$ cat config.mk
export PLATFORM = sky130hd
export DESIGN_NAME = irq_ctrl
export DESIGN_NICKNAME = d
export VERILOG_FILES = /design/src/rtl/irq_ctrl_pkg.sv /design/src/rtl/irq_sync_edge.sv /design/src/rtl/irq_ctrl.sv
export SDC_FILE = /design/constraint.sdc
export NUM_CORES = 1
export LEC_CHECK = 0
export ABC_AREA = 1
export ABC_CLOCK_PERIOD_IN_PS = 1600
export BUFFER_PORTS_ARGS = -buffer_cell sky130_fd_sc_hd__buf_2
export CORE_MARGIN = 8
export CORE_UTILIZATION = 40
export DETAILED_ROUTE_END_ITERATION = 6
export GPL_ROUTABILITY_DRIVEN = 1
export GPL_TIMING_DRIVEN = 0
export MAX_ROUTING_LAYER = met4
export PLACE_DENSITY = 0.62
export RECOVER_POWER = 25
export SLEW_MARGIN = 10
export SYNTH_ARGS = -nofsm -noshare
export SYNTH_HDL_FRONTEND = slang
export SYNTH_SLANG_ARGS = --single-unit
$ cat constraint.sdc
create_clock -name clk -period 1.6 [get_ports clk]
set_clock_uncertainty 0.05 [all_clocks]
set_input_delay 0.48 -clock clk [delete_from_list [all_inputs] [get_ports clk]]
set_output_delay 0.48 -clock clk [all_outputs]
set_load 0.02 [all_outputs]
$ cat src/rtl/irq_ctrl_pkg.sv
// irq_ctrl_pkg: shared constants and helpers for the seven-source interrupt
// controller.
//   reg_sel_e        register offsets addressed by rs (CPU addr[2:1])
//   NUM_SRC          number of interrupt sources (levels 1..7)
//   FC_IACK          function code of the 68000 interrupt-acknowledge cycle
//   VECBASE_RST      reset value of the vector base (vectoring builds only)
//   prio_level()     highest active source index + 1, 0 when none
//   level_onehot()   IPL level -> source bit, level 0 maps to no bit
package irq_ctrl_pkg;

  localparam int NUM_SRC = 7;

  typedef enum logic [1:0] {
    REG_PEND   = 2'd0,
    REG_ENABLE = 2'd1,
    REG_MODE   = 2'd2,
    REG_STATUS = 2'd3
  } reg_sel_e;

  localparam logic [2:0] FC_IACK     = 3'b111;
  localparam logic [7:0] VECBASE_RST = 8'h40;

  function automatic logic [2:0] prio_level(input logic [NUM_SRC-1:0] act);
    logic [2:0] lvl;
    lvl = 3'd0;
    for (int i = 0; i < NUM_SRC; i++)
      if (act[i]) lvl = 3'(i + 1);
    return lvl;
  endfunction

  function automatic logic [NUM_SRC-1:0] level_onehot(input logic [2:0] lvl);
    logic [NUM_SRC-1:0] oh;
    oh = '0;
    for (int i = 0; i < NUM_SRC; i++)
      if (lvl == 3'(i + 1)) oh[i] = 1'b1;
    return oh;
  endfunction

endpackage

$ cat src/rtl/irq_sync_edge.sv
// irq_sync_edge: per-bit multi-stage synchroniser with rising-edge detect.
//   clk       system clock
//   rst_n     synchronous active-low reset (clears chains and edge history)
//   d_in      asynchronous inputs
//   sync_out  synchronised level (last chain stage)
//   rise      one-cycle pulse on a synchronised 0->1 transition
// STAGES below 2 is clamped to 2; a single flop is not a synchroniser.
module irq_sync_edge #(
  parameter int WIDTH  = 7,
  parameter int STAGES = 2
) (
  input  logic             clk,
  input  logic             rst_n,
  input  logic [WIDTH-1:0] d_in,
  output logic [WIDTH-1:0] sync_out,
  output logic [WIDTH-1:0] rise
);

  localparam int N = (STAGES < 2) ? 2 : STAGES;

  for (genvar b = 0; b < WIDTH; b++) begin : g_bit
    logic [N-1:0] sh;
    logic         prev;

    always_ff @(posedge clk) begin
      if (!rst_n) begin
        sh   <= '0;
        prev <= 1'b0;
      end else begin
        sh   <= {sh[N-2:0], d_in[b]};
        prev <= sh[N-1];
      end
    end

    assign sync_out[b] = sh[N-1];
    assign rise[b]     = sh[N-1] & ~prev;
  end

endmodule

$ cat src/rtl/irq_ctrl.sv
// irq_ctrl: seven-source interrupt controller for the fx68k IPL inputs.
//   clk, rst_n          25 MHz clock, synchronous active-low reset
//   irq_in[6:0]         async requests, bit i -> level i+1
//   cs, rw_n, rs, data_in, data_out   register port (PEND/ENABLE/MODE/STATUS)
//   as_n, fc, iack_addr CPU bus signals used to spot interrupt acknowledge
//   ipl_n               registered, active-low encoded priority
//   vpa_n               autovector request during acknowledge
//   iack_dtack_n        DTACK for a vectored acknowledge
// Build option: define IRQ_CTRL_VECTOR_EN to add a programmable VECBASE
// (write/read at rs=3) and answer acknowledges of active levels with a vector
// number instead of an autovector. Without it iack_dtack_n is tied high.
module irq_ctrl
  import irq_ctrl_pkg::*;
#(
  parameter int SYNC_STAGES = 2
) (
  input  logic               clk,
  input  logic               rst_n,
  input  logic [NUM_SRC-1:0] irq_in,
  input  logic               cs,
  input  logic               rw_n,
  input  logic [1:0]         rs,
  input  logic [7:0]         data_in,
  output logic [7:0]         data_out,
  input  logic               as_n,
  input  logic [2:0]         fc,
  input  logic [2:0]         iack_addr,
  output logic [2:0]         ipl_n,
  output logic               vpa_n,
  output logic               iack_dtack_n
);

  logic [NUM_SRC-1:0] sync_lvl, rise;
  logic [NUM_SRC-1:0] pending, enable, mode, active;
  logic [NUM_SRC-1:0] w1c, ack_hit, ack_clr, pend_nxt;
  logic [2:0]         cur_level;
  logic               wr_q, wr_stb;
  logic               iack, iack_busy, iack_entry;
  logic [7:0]         rdata;

  irq_sync_edge #(.WIDTH(NUM_SRC), .STAGES(SYNC_STAGES)) u_sync (
    .clk     (clk),
    .rst_n   (rst_n),
    .d_in    (irq_in),
    .sync_out(sync_lvl),
    .rise    (rise)
  );

  // CPU holds cs across several clocks; act only on the first write cycle.
  assign wr_stb = cs & ~rw_n & ~wr_q;

  assign active    = pending & enable;
  assign cur_level = prio_level(active);

  assign iack       = (fc == FC_IACK) & ~as_n;
  assign iack_entry = iack & ~iack_busy;
  // Decoded straight from iack_addr so the clear lands on the entry edge.
  assign ack_hit    = level_onehot(iack_addr) & active;
  assign ack_clr    = iack_entry ? (ack_hit & mode) : '0;
  assign w1c        = (wr_stb && rs == REG_PEND) ? data_in[NUM_SRC-1:0] : '0;

  // Edge bits: a fresh rise wins over any clear in the same cycle.
  // Level bits simply track the synchronised input and ignore clears.
  assign pend_nxt = (mode & (rise | (pending & ~(w1c | ack_clr)))) |
                    (~mode & sync_lvl);

`ifdef IRQ_CTRL_VECTOR_EN
  logic [4:0] vecbase_hi;
  logic [2:0] ack_level;
  logic       ack_vec, dtack_q, vec_drive;
  logic [2:0] vec_lvl;

  assign iack_dtack_n = dtack_q;
  assign vec_drive    = (iack_entry && |ack_hit) || (ack_vec && iack);
  assign vec_lvl      = iack_entry ? iack_addr : ack_level;
`else
  logic unused_data;
  assign unused_data  = data_in[7];
  assign iack_dtack_n = 1'b1;
`endif

  always_comb begin
    rdata = '0;
    case (reg_sel_e'(rs))
      REG_PEND:   rdata = {1'b0, pending};
      REG_ENABLE: rdata = {1'b0, enable};
      REG_MODE:   rdata = {1'b0, mode};
`ifdef IRQ_CTRL_VECTOR_EN
      REG_STATUS: rdata = {vecbase_hi, 3'b000};
`else
      REG_STATUS: rdata = {iack_busy, 4'b0000, cur_level};
`endif
      default:    rdata = '0;
    endcase
  end

  always_ff @(posedge clk) begin
    if (!rst_n) begin
      pending   <= '0;
      enable    <= '0;
      mode      <= '0;
      ipl_n     <= 3'b111;
      wr_q      <= 1'b0;
      iack_busy <= 1'b0;
      vpa_n     <= 1'b1;
      data_out  <= '0;
`ifdef IRQ_CTRL_VECTOR_EN
      vecbase_hi <= VECBASE_RST[7:3];
      ack_level  <= '0;
      ack_vec    <= 1'b0;
      dtack_q    <= 1'b1;
`endif
    end else begin
      pending <= pend_nxt;
      ipl_n   <= ~cur_level;
      wr_q    <= cs & ~rw_n;

      if (wr_stb) begin
        case (reg_sel_e'(rs))
          REG_ENABLE: enable <= data_in[NUM_SRC-1:0];
          REG_MODE:   mode   <= data_in[NUM_SRC-1:0];
`ifdef IRQ_CTRL_VECTOR_EN
          REG_STATUS: vecbase_hi <= data_in[7:3];
`endif
          default: ;
        endcase
      end

      if (iack_entry) begin
        iack_busy <= 1'b1;
`ifdef IRQ_CTRL_VECTOR_EN
        ack_level <= iack_addr;
        ack_vec   <= |ack_hit;
        dtack_q   <= ~|ack_hit;
        vpa_n     <= ~|ack_hit;   // spurious acknowledges still autovector
`else
        vpa_n     <= 1'b0;
`endif
      end else if (iack_busy && !iack) begin
        iack_busy <= 1'b0;
        vpa_n     <= 1'b1;
`ifdef IRQ_CTRL_VECTOR_EN
        ack_vec   <= 1'b0;
        dtack_q   <= 1'b1;
`endif
      end

`ifdef IRQ_CTRL_VECTOR_EN
      if (vec_drive)
        data_out <= {vecbase_hi, vec_lvl};
      else
`endif
        data_out <= (cs && rw_n) ? rdata : 8'h00;
    end
  end

endmodule
# == Yosys cells after proc, flatten, opt, wreduce, memory -nomap -nowiden ==
# Index checks and enable logic that the tools add are counted.
# word_totals
reg_bits,56
word_cells,97
in_bits,28
output_inout_bits,13
# op_classes
n_eq_ne,11
n_reduce_logical,9
bitwise,34
n_mux,21
# op_table
cell,n
AND 7 bit,6
one-hot mux 8 bit (4 select lines),1
bitwise OR 7 bit,3
two-way mux 3 bit,6
"== test 3 bit, second input constant",5
two-way mux 7 bit,2
inverter 7 bit,2
two-way mux 1 bit,12
AND 1 bit,11
inverter 1 bit,11
"== test 3 x 2 -> 1 bit, second input constant",2
AND reduction 2 bit,3
"== test 2 bit, second input constant",2
"== test 3 x 1 -> 1 bit, second input constant",1
logical AND 1 bit,3
inverter 3 bit,1
"== test 2 x 1 -> 1 bit, second input constant",1
logical NOT 2 bit,1
nonzero test 2 bit,1
logical NOT 1 bit,1

# == Longest topological paths before layout ==
# depth
depth_word,11
ltp_mapped,10

# == Modules after synthesis ==
# From an unflattened synthesis, not the netlist that was laid out.
# unflattened
cells_unflattened,317
hier_area_um2,2306.0
# modules_own_cells
module,area_per_inst_um2,instances,cells_per_inst,seq_area_each_um2
irq_ctrl,1600.3,1,231,700.7
irq_sync_edge,705.7,1,86,420.4

# == Least setup slack after synthesis ==
# No wires, ideal clock.
# synth_path
path_type,input port to flip-flop
startpoint,in fc[2]
endpoint,reg pending[2]
required_ps,1430
cell_stages,8
arrival_time_ps,1195
setup_ps,120
slack_ps,235
path_cell_list,nand3_1 > nor2_1 > ha_1 > inv_1 > nor3_1 > nand3_1 > nand4_1 > o21ai_1
# synth_between
elab_chain_len,10
# synth_lines
element,line_no,rtl
start: declaration,irq_ctrl.sv:26,"input logic [2:0] fc,"
== test 3 bit,irq_ctrl.sv:55,assign iack = (fc == FC_IACK) & ~as_n;
AND 1 bit,irq_ctrl.sv:55,
AND 1 bit,irq_ctrl.sv:56,assign iack_entry = iack & ~iack_busy;
named net iack_entry,irq_ctrl.sv:38,"logic iack, iack_busy, iack_entry;"
two-way mux 7 bit,irq_ctrl.sv:59,assign ack_clr = iack_entry ? (ack_hit & mode) : '0;
bitwise OR 7 bit,irq_ctrl.sv:64,assign pend_nxt = (mode & (rise | (pending & ~(w1c | ack_clr)))) |
inverter 7 bit,irq_ctrl.sv:64,
AND 7 bit,irq_ctrl.sv:64,
bitwise OR 7 bit,irq_ctrl.sv:64,
AND 7 bit,irq_ctrl.sv:64,
bitwise OR 7 bit,irq_ctrl.sv:64,
end signal: assignment,irq_ctrl.sv:114,pending <= pend_nxt;
end: declaration,irq_ctrl.sv:34,"logic [NUM_SRC-1:0] pending, enable, mode, active;"
# The timed path passes the listed nets, and every way through them passes these cells.
# A chain may end at the register's enable or synchronous reset.

==> flow_metrics.py <==
metrics = {
    "status": {
        "status": "complete, no violations",
    },
    "timing": {
        "slew_viol_final": 0,
        "setup_viol": 0,
        "fin_crit_sh_pct": 86.3,
        "rsz0062_at_grt": "no",
        "fmax_mhz": 724,
        "period_needed_ns": 1.38,
        "hold_violations": 0,
    },
    "synth": {
        "synth_top_family_by_area": "simple AND/OR/NAND/NOR gates",
        "synth_compound_area_share_pct": 7.40,
        "syn_area_um2": 2180,
        "synth_flop_cell": "dfxtp_1",
        "synth_fp_nets": 323,
        "synth-edff-count": 0,
        "synthSimpleGateAreaFrac_pct": 31.6,
        "synth_area_leaders": "dfxtp_1 (51%), nand2_1 (16%), inv_1 (6.7%)",
        "synth-adder-area-share_pct": 0.574,
        "synth_common_cells": "nand2_1 (93), dfxtp_1 (56), inv_1 (39)",
        "synthMuxAreaShare_pct": 0,
        "synth_top_area_share_pct": 51.4,
        "ys_ff_latch": 56,
        "synthCells": 294,
        "ys_warn_count": 0,
        "yosysMostFrequentCell": "nand2_1",
        "synth-async-reset-ratio_pct": 0,
        "avgSynthCellArea_um2": 7.42,
        "ys_types": 26,
        "synth_xor_area_share_pct": 0,
        "netlist.top_cell.by_area": "dfxtp_1",
        "ys_seq_area_share_pct": 51.4,
    },
    "clocking": {
        "root_buffer": "clkbuf_8",
        "clock_latency_ns": 0.31,
        "cts_tree": "yes",
        "cts.sinks": 56,
        "cts_made_buffers": 5,
        "ctsHoldBuffers": 0,
        "clock_path_buffers": 2,
        "cts_max_level": 2,
        "cts_resized": 0,
        "clkTransAtPathRegs_ns": 0.10,
        "postCtsSetupRepairBufs": 0,
    },
    "route": {
        "dr.pass1.iters": 4,
        "via_per_inst": 4.48,
        "drtIter0Drc": 86,
        "vias": 1846,
        "antenna_left": 0,
        "wl_per_cell_um": 11.8,
        "drc": 0,
        "wl_um": 4870,
    },
    "grt": {
        "antenna_found_initial": 0,
        "grt_use_total_pct": 12.8,
        "grt_max_degree": 18,
        "grt_overflow": 0,
        "grt_pass1_wl_um": 8420,
        "grt_pass1_vias": 1857,
    },
    "critical_path": {
        "crit_type": "input port to flip-flop",
        "slowest_delay_ns": 0.37,
        "crit_chain": "clkbuf_1 > clkbuf_1 > clkbuf_1 > o21ai_0 > nor2_1",
        "crit_slowest_cell": "clkbuf_1",
        "cpMostUsedCell": "clkbuf_1",
        "crit_family": "buffers and inverters",
        "crit_buf_inv": 3,
        "worstSetupStartpointType": "input port",
        "path_max_fanout": 10,
        "critPathCaptureType": "flip-flop",
        "arrival_ns": 1.58,
        "required_ns": 1.80,
    },
    "placed_design": {
        "portBuffers": 38,
        "place_congestion": 0.941,
        "post-dp-hpwl_um": 3710,
        "dp_cells": 404,
    },
    "floorplanning": {
        "initial_core_util_pct": 40.6,
        "die_h_um": 89.8,
        "dieWidth_um": 89.8,
        "core-area_um2": 5370,
        "io_pins": 41,
        "die-area_um2": 8070,
        "rows": 27,
    },
    "layout": {
        "fin_nets": 368,
        "n_antenna_cell": 0,
        "nFillCells": 560,
        "ff_latch_area_um2": 1120,
        "synthToLayoutAreaGrowth_pct": 17.7,
        "instances_no_fill": 412,
        "fin_util_pct": 47.8,
        "drive_gt1_share_pct": 17.4,
        "multi_input_area_um2": 866,
    },
    "power_and_ir_drop": {
        "pwr_density_cell_nw_per_um2": 1010,
        "power_frac_comb_pct": 8.0,
        "switchingPower_uw": 608,
        "p_clk_share_pct": 35.3,
        "switching_share_pct": 23.5,
        "seq_power_share_pct": 56.7,
        "intPower_uw": 1980,
        "leakage_uw": 0.00129,
        "peakVddDrop_uv": 616,
    },
    "min_path": {
        "min_path_type": "input port to flip-flop",
    },
    "run": {
        "maxCapViolCount": 0,
    },
}
## sequential cells by signal (all words and copies together), names as in the netlist
name / count
enable: 7
pending: 7
u_sync.g_bit.prev: 7
wr_q: 1
u_sync.g_bit.sh: 14
ipl_n: 3
vpa_n: 1
iack_busy: 1
mode: 7
data_out: 8
## power by group through the flow
| stage | sequential (uW) | combinational, uW | clock [uW] |
|---|---|---|---|
| 6_report | 1470 | 207 | 914 |
| 5_1_grt | 1470 | 237 | 1010 |
| 4_1_cts | 1470 | 211 | 944 |
| 3_5_place_dp | 1500 | 210 | 0 |
| 3_3_place_gp | 1500 | 207 | 0 |
| 2_1_floorplan | 1500 | 121 | 0 |
## logic make-up after synthesis
logic type	after synthesis
other cells	1
simple gates	158
fa+ha+maj	1
buf+inv	49
compound gates	29
flops	56
## routing by layer
| layer | up-vias | GRT usage, % | routed length (um) |
|---|---|---|---|
| li1 | 991 | - | - |
| met1 | 804 | 14.9 | 2330 |
| met2 | 44 | 20.7 | 2180 |
| met3 | 7 | 3.82 | 300 |
| met4 | 0 | 4.37 | 58 |
| met5 | - | - | 0 |
## worst min-delay path, delay by kind of cell
family / cells / cell delay (ns)
buffers and inverters: 2 / 0.11
and+or+nand+nor: 1 / 0.04
## path summary, 6_finish.rpt
path                            slack [ns]  cells past startpoint                  start                     to
worst max-delay path                  0.22                      5                  rst_n                mode[1]
worst min-delay path                  0.29                      3              irq_in[4]  u_sync.g_bit[4].sh[0]
worst max register to register        0.29                      7              iack_busy             pending[1]
worst min register to register        0.37                      2  u_sync.g_bit[2].sh[0]  u_sync.g_bit[2].sh[1]
## per-stage QoR
step | setup WS (ns) | TNS, ns | area, um2 | power (uW) | hold slack [ns]
after detailed placement | -0.0158 | -0.0158 | 2460 | 1710 | 0.347
after floorplan | 0.235 | 0 | 2180 | 1620 | 0.340
after global routing | 0.0883 | 0 | 2570 | 2730 | 0.287
final | 0.220 | 0 | 2570 | 2590 | 0.295
after global placement | -0.0159 | -0.0284 | 2460 | 1710 | 0.341
after CTS | 0.235 | 0 | 2570 | 2620 | 0.288
## area by class of cell
class / instances / share of cell area [%]
Sequential cell: 56 / 43.7
Multi-Input combinational cell: 189 / 33.7
Clock buffer: 5 / 2.68
Tap cell: 72 / 3.51
Clock inverter: 3 / 1.66
Buffer: 5 / 0.877
Timing Repair Buffer: 38 / 7.36
Inverter: 44 / 6.53
## placed cells by master, fill, tap and decap left out
cell type	n
o21ai_1	6
inv_2	2
o21ai_0	15
o31ai_1	1
nor2_4	1
dfxtp_1	56
bufinv_16	1
conb_1	1
clkbuf_8	5
clkinvlp_4	1
a41oi_1	2
ha_1	1
nor3_4	2
nor3_1	3
nand3_1	9
clkinv_2	3
nand2_4	2
buf_4	1
buf_2	37
a21oi_1	3
nor2_1	35
inv_1	40
nand2_1	93
o21a_1	1
a31o_1	1
clkbuf_1	5
nand4_1	9
nand2_2	3
nor2_2	1
No activity file was read; power rests on OpenSTA's default activity.
